[src/rtl/mem_stage_access.sv]
// MEM-stage data-memory access controller for the pipelined LC-3b.
// Takes the instruction sitting in EX/MEM and runs the data-memory
// handshake for LDB/LDW/LDI/STB/STW/STI, including the two-access indirect
// forms. It holds the pipeline until the access completes, then presents
// the formatted load result to MEM/WB.
// Request outputs are decoded from registered state only, so they are
// glitch-free with respect to the pipeline inputs and stay stable while
// the memory is waiting.
module mem_stage_access (
    input  logic        clk,
    input  logic        reset_n,
    input  logic        valid,
    input  logic [3:0]  opcode,
    input  logic [15:0] addr,
    input  logic [15:0] store_data,
    input  logic        advance,
    input  logic        mem_resp,
    input  logic [15:0] mem_rdata,
    output logic        mem_read,
    output logic        mem_write,
    output logic [15:0] mem_address,
    output logic [15:0] mem_wdata,
    output logic [1:0]  mem_byte_enable,
    output logic        stall,
    output logic [15:0] load_data
);

    localparam logic [3:0] OP_LDB = 4'b0010;
    localparam logic [3:0] OP_LDW = 4'b0110;
    localparam logic [3:0] OP_LDI = 4'b1010;
    localparam logic [3:0] OP_STB = 4'b0011;
    localparam logic [3:0] OP_STW = 4'b0111;
    localparam logic [3:0] OP_STI = 4'b1011;

    typedef enum logic [2:0] {
        S_IDLE,
        S_RD1,
        S_RD2,
        S_WR,
        S_DONE
    } state_t;

    state_t      state_q, state_d;
    logic [3:0]  op_q,    op_d;
    logic [15:0] addr_q,  addr_d;
    logic [15:0] sdata_q, sdata_d;
    logic [15:0] ptr_q,   ptr_d;
    logic [15:0] load_q,  load_d;

    // True for every opcode that touches data memory.
    function automatic logic is_mem_op(input logic [3:0] op);
        return (op == OP_LDB) || (op == OP_LDW) || (op == OP_LDI) ||
               (op == OP_STB) || (op == OP_STW) || (op == OP_STI);
    endfunction

    // Stores that write directly, without first fetching a pointer.
    function automatic logic is_direct_store(input logic [3:0] op);
        return (op == OP_STB) || (op == OP_STW);
    endfunction

    // The memory is word-addressed on the bus; drop the byte-select bit.
    function automatic logic [15:0] word_align(input logic [15:0] a);
        return {a[15:1], 1'b0};
    endfunction

    // Load formatting: LDB picks the addressed byte and sign-extends it,
    // LDW passes the word through unchanged.
    function automatic logic [15:0] format_load(input logic [3:0]  op,
                                                input logic        lsb,
                                                input logic [15:0] rdata);
        logic signed [7:0]  byte_s;
        logic signed [15:0] ext_s;
        byte_s = lsb ? rdata[15:8] : rdata[7:0];
        ext_s  = 16'(byte_s);
        return (op == OP_LDB) ? ext_s : rdata;
    endfunction

    // Next-state, latch updates and request/stall outputs.
    always_comb begin
        state_d         = state_q;
        op_d            = op_q;
        addr_d          = addr_q;
        sdata_d         = sdata_q;
        ptr_d           = ptr_q;
        load_d          = load_q;
        stall           = 1'b1;
        mem_read        = 1'b0;
        mem_write       = 1'b0;
        mem_address     = 16'h0000;
        mem_wdata       = 16'h0000;
        mem_byte_enable = 2'b00;

        case (state_q)
            S_IDLE: begin
                if (valid && is_mem_op(opcode)) begin
                    // Capture the instruction so upstream may change freely.
                    op_d    = opcode;
                    addr_d  = addr;
                    sdata_d = store_data;
                    state_d = is_direct_store(opcode) ? S_WR : S_RD1;
                end else begin
                    stall = 1'b0;
                end
            end

            S_RD1: begin
                mem_read    = 1'b1;
                mem_address = word_align(addr_q);
                if (mem_resp) begin
                    case (op_q)
                        OP_LDI: begin
                            ptr_d   = mem_rdata;
                            state_d = S_RD2;
                        end
                        OP_STI: begin
                            ptr_d   = mem_rdata;
                            state_d = S_WR;
                        end
                        default: begin
                            load_d  = format_load(op_q, addr_q[0], mem_rdata);
                            state_d = S_DONE;
                        end
                    endcase
                end
            end

            S_RD2: begin
                mem_read    = 1'b1;
                mem_address = word_align(ptr_q);
                if (mem_resp) begin
                    load_d  = mem_rdata;
                    state_d = S_DONE;
                end
            end

            S_WR: begin
                mem_write   = 1'b1;
                mem_address = (op_q == OP_STI) ? word_align(ptr_q) : word_align(addr_q);
                if (op_q == OP_STB) begin
                    // Replicate the byte on both lanes; the enable picks one.
                    mem_wdata       = {sdata_q[7:0], sdata_q[7:0]};
                    mem_byte_enable = addr_q[0] ? 2'b10 : 2'b01;
                end else begin
                    mem_wdata       = sdata_q;
                    mem_byte_enable = 2'b11;
                end
                if (mem_resp) begin
                    state_d = S_DONE;
                end
            end

            S_DONE: begin
                stall = 1'b0;
                if (advance) begin
                    state_d = S_IDLE;
                end
            end

            default: begin
                state_d = S_IDLE;
            end
        endcase
    end

    // State and instruction latches; reset abandons any in-flight request.
    always_ff @(posedge clk or negedge reset_n) begin
        if (!reset_n) begin
            state_q <= S_IDLE;
            op_q    <= 4'h0;
            addr_q  <= 16'h0000;
            sdata_q <= 16'h0000;
            ptr_q   <= 16'h0000;
            load_q  <= 16'h0000;
        end else begin
            state_q <= state_d;
            op_q    <= op_d;
            addr_q  <= addr_d;
            sdata_q <= sdata_d;
            ptr_q   <= ptr_d;
            load_q  <= load_d;
        end
    end

    assign load_data = load_q;

endmodule

[config.mk]
export PLATFORM = sky130hd
export DESIGN_NAME = mem_stage_access
export DESIGN_NICKNAME = d
export VERILOG_FILES = /design/src/rtl/mem_stage_access.sv
export SDC_FILE = /design/constraint.sdc
export NUM_CORES = 1
export LEC_CHECK = 0
export BUFFER_PORTS_ARGS = -buffer_cell sky130_fd_sc_hd__buf_2
export CORE_MARGIN = 2
export CORE_UTILIZATION = 54
export CTS_CLUSTER_SIZE = 30
export DETAILED_ROUTE_END_ITERATION = 10
export PLACE_DENSITY = 0.84
export SLEW_MARGIN = 20
export SYNTH_ARGS = -nofsm -noshare
export SYNTH_HDL_FRONTEND = slang
export SYNTH_SLANG_ARGS = --single-unit
[constraint.sdc]
create_clock -name clk -period 4.7 [get_ports clk]
set_clock_uncertainty 0.15 [all_clocks]
set_input_delay 0.235 -clock clk [delete_from_list [all_inputs] [get_ports clk]]
set_output_delay 0.235 -clock clk [all_outputs]
set_load 0.1 [all_outputs]
==> impl_results.md <==
- Status: finished, final reports clean
- Core area: 0.00589 sq mm
- Vias per Instance: 5.62
- Worst-margin pin slew: 862 ps
- Vias in the first global route: 2,887
- Fin Setup TNS: 0 ps
- Post-Syn Instances: 292
- I/O pin count: 110
- DPL Wire Length: 5740 um
- Nets: 486
- Area grow syn2layout: 33.0%
- CP endpoint kind: output port
- Max Fclk: 0.323 GHz
- Clock Sinks: 70
- Syn_area_per_cell: 11.2 sq um
- Final core occ: 73.7%
- GPL Wtd Cong: 0.831
- First-pass GRT wire length: 14,100 um
- Arr. time, crit path: 2710 ps
- Yosys warnings: 0
- Count of input and output buffers: 108
- Share of layout cells above drive strength 1: 34.8%
- Worst reg-to-reg path cell count: 4
- Hold Path Stages: 2
- Commonest non-fill, non-tap cell in the layout: buf_2
- EDFF count, synth: 0
- Unrepaired setup endpoints after global routing: no
- Required @ worst endpoint: 4320 ps
- Seq/Total Area, Yosys: 53.7%
- Seq cells post-synth: 70
- DRC: 0
- Hold Path Origin: mem_rdata[4]
- Post-route minimum period: 3090 ps
- CTS tree: done
- Count of different cell masters after synthesis: 39
- Top FF cell, synth: dfrtp_1
- Clk_lat worst skew: 340 ps
- Worst-path clk slew: 80 ps
- Hold Fails Final Rpt: 0
- Antenna cell count: 0
- Commonest non-fill, non-tap cells in the layout: buf_2 (108), dfrtp_1 (70), nand2_1 (46)
- Die area: 0.00668 sq mm
- Reg2reg end: load_data[7]
- Startpoint type of the worst setup path: flip-flop
- DIE WIDTH: 81.7 um
- Max cap viols: 0
- GRT Overall Usage: 28.3%
- Global route overflow: 0
- R2R setup slack: 2140 ps
- RR Startpoint: state_q[1]
- Post-route ant nets: 0
- DR vias: 2,860
- Crit-path max FO: 15
- Setup violators final: 0
- Worst hold path type: in2reg
- DRT iter0 DRCs: 222
- Row count: 28
- Num CTS Buffers: 9
- H-tree depth: 3
- Async SR Flop Fraction: 100%
- DR pass1 iterations: 4
- Hold endpoint: ptr_q[4]
- Max-slew violation count: 0
- Initial antenna violation count: 0
- Rel. slew slack: 42.5%
- Largest net degree at the start of global routing: 71
- Die Span Y: 81.7 um
- Clock Path Buffers: 2
- Routed len/inst: 17.8 um
- Post-Syn Area: 0.00326 sq mm
- Net count after synthesis: 349
- Final cycle utilization of the critical path: 65.8%
- Initial Util: 55.4%
- WS Path Type: reg2out
- Root Buffer Master: clkbuf_8
- Total Wirelength: 9040 um
==> per-layer routing <==
| metal | global-route usage [%] | vias to the layer above | wire length (um) |
|---|---|---|---|
| li1 | - | 1297 | - |
| met1 | 34.5 | 1397 | 3500 |
| met2 | 47.0 | 137 | 4630 |
| met3 | 6.81 | 29 | 640 |
| met4 | 14.5 | 0 | 265 |
| met5 | 0 | - | 0 |
==> critical path, cell delays in order (launching register included) <==
cell and delay, ps:
dfrtp_1 410, nand3b_1 280, o21ai_0 290, and3_1 690, a22o_1 270, buf_2 430
==> stage by stage <==
stage                     hold slack, ps  instances  cell area [sq um]  setup WS, ps
after global placement               299        460               3800          2010
after CTS                           1.43        509               4340          1690
after detailed placement             305        460               3810          2070
after global routing                5.25        509               4340          1510
after floorplan                     -211        292               3260          1780
final                               6.53        509               4340          1610
==> cell type report <==
| cell class | instances | area, sq um |
|---|---|---|
| multi-input cells | 200 | 1390 |
| clock inverters | 3 | 42.5 |
| flip-flops and latches | 70 | 1750 |
| well taps | 75 | 93.8 |
| clock buffers | 13 | 159 |
| fillers | 410 | 1550 |
| repair buffers | 143 | 886 |
| inverters | 5 | 18.8 |
==> cells by family (layout without fill, tap and decap cells) <==
kind of cell / count (synthesis) / count (layout) / share of synthesized area [%]
other: 1 / 1 / 0.115
AND/OR/NAND/NOR: 96 / 96 / 14.2
buffers and inverters: 22 / 164 / 3.84
XOR/XNOR: 1 / 1 / 0.269
AO/OA/AOI/OAI: 51 / 51 / 10.3
flip-flops: 70 / 70 / 53.7
multiplexers: 51 / 51 / 17.6
==> state kept, by name (all words and copies together), names as in the netlist <==
register and flops:
load_data 16, op_q 4, ptr_q 15, sdata_q 16
addr_q 16, state_q 3
==> worst max path at each step <==
| stage | start | end | slack, ps | cells past startpoint |
|---|---|---|---|---|
| 2_1_floorplan | op_q[2] | mem_wdata[10] | 1780 | 5 |
| 3_3_place_gp | state_q[1] | mem_address[15] | 2010 | 5 |
| 3_5_place_dp | op_q[2] | mem_address[15] | 2070 | 5 |
| 4_1_cts | op_q[2] | mem_address[4] | 1690 | 5 |
| 5_1_grt | op_q[2] | mem_address[14] | 1510 | 5 |
| 6_report | op_q[2] | mem_address[11] | 1610 | 5 |
==> cells in the mapped netlist (2+ instances only) <==
| library cell | instances | area [sq um] |
|---|---|---|
| clkbuf_1 | 7 | 26.3 |
| inv_1 | 5 | 18.8 |
| nand2b_1 | 2 | 12.5 |
| and2_1 | 3 | 18.8 |
| a21oi_1 | 20 | 100 |
| dfrtp_1 | 70 | 1750 |
| nand2_1 | 46 | 173 |
| a31oi_1 | 7 | 43.8 |
| buf_2 | 4 | 20.0 |
| nor3_1 | 2 | 10.0 |
| mux2_1 | 29 | 327 |
| o21ai_0 | 4 | 20.0 |
| buf_4 | 2 | 15.0 |
| and3_1 | 10 | 62.6 |
| buf_6 | 4 | 45.0 |
| mux2_2 | 21 | 236 |
| a22o_1 | 15 | 131 |
| nor2_1 | 20 | 75.1 |
==> timing repair <==
item                                   in CTS  in global routing
endpoints found under the hold margin     102                  0
buffers inserted                            0                  0
resized for setup                           0                  0
hold buffers                               33                  0
Power is left out: the tool's default activity adds up to more than one toggle a clock period on the data nets, which glitch-free logic cannot reach.
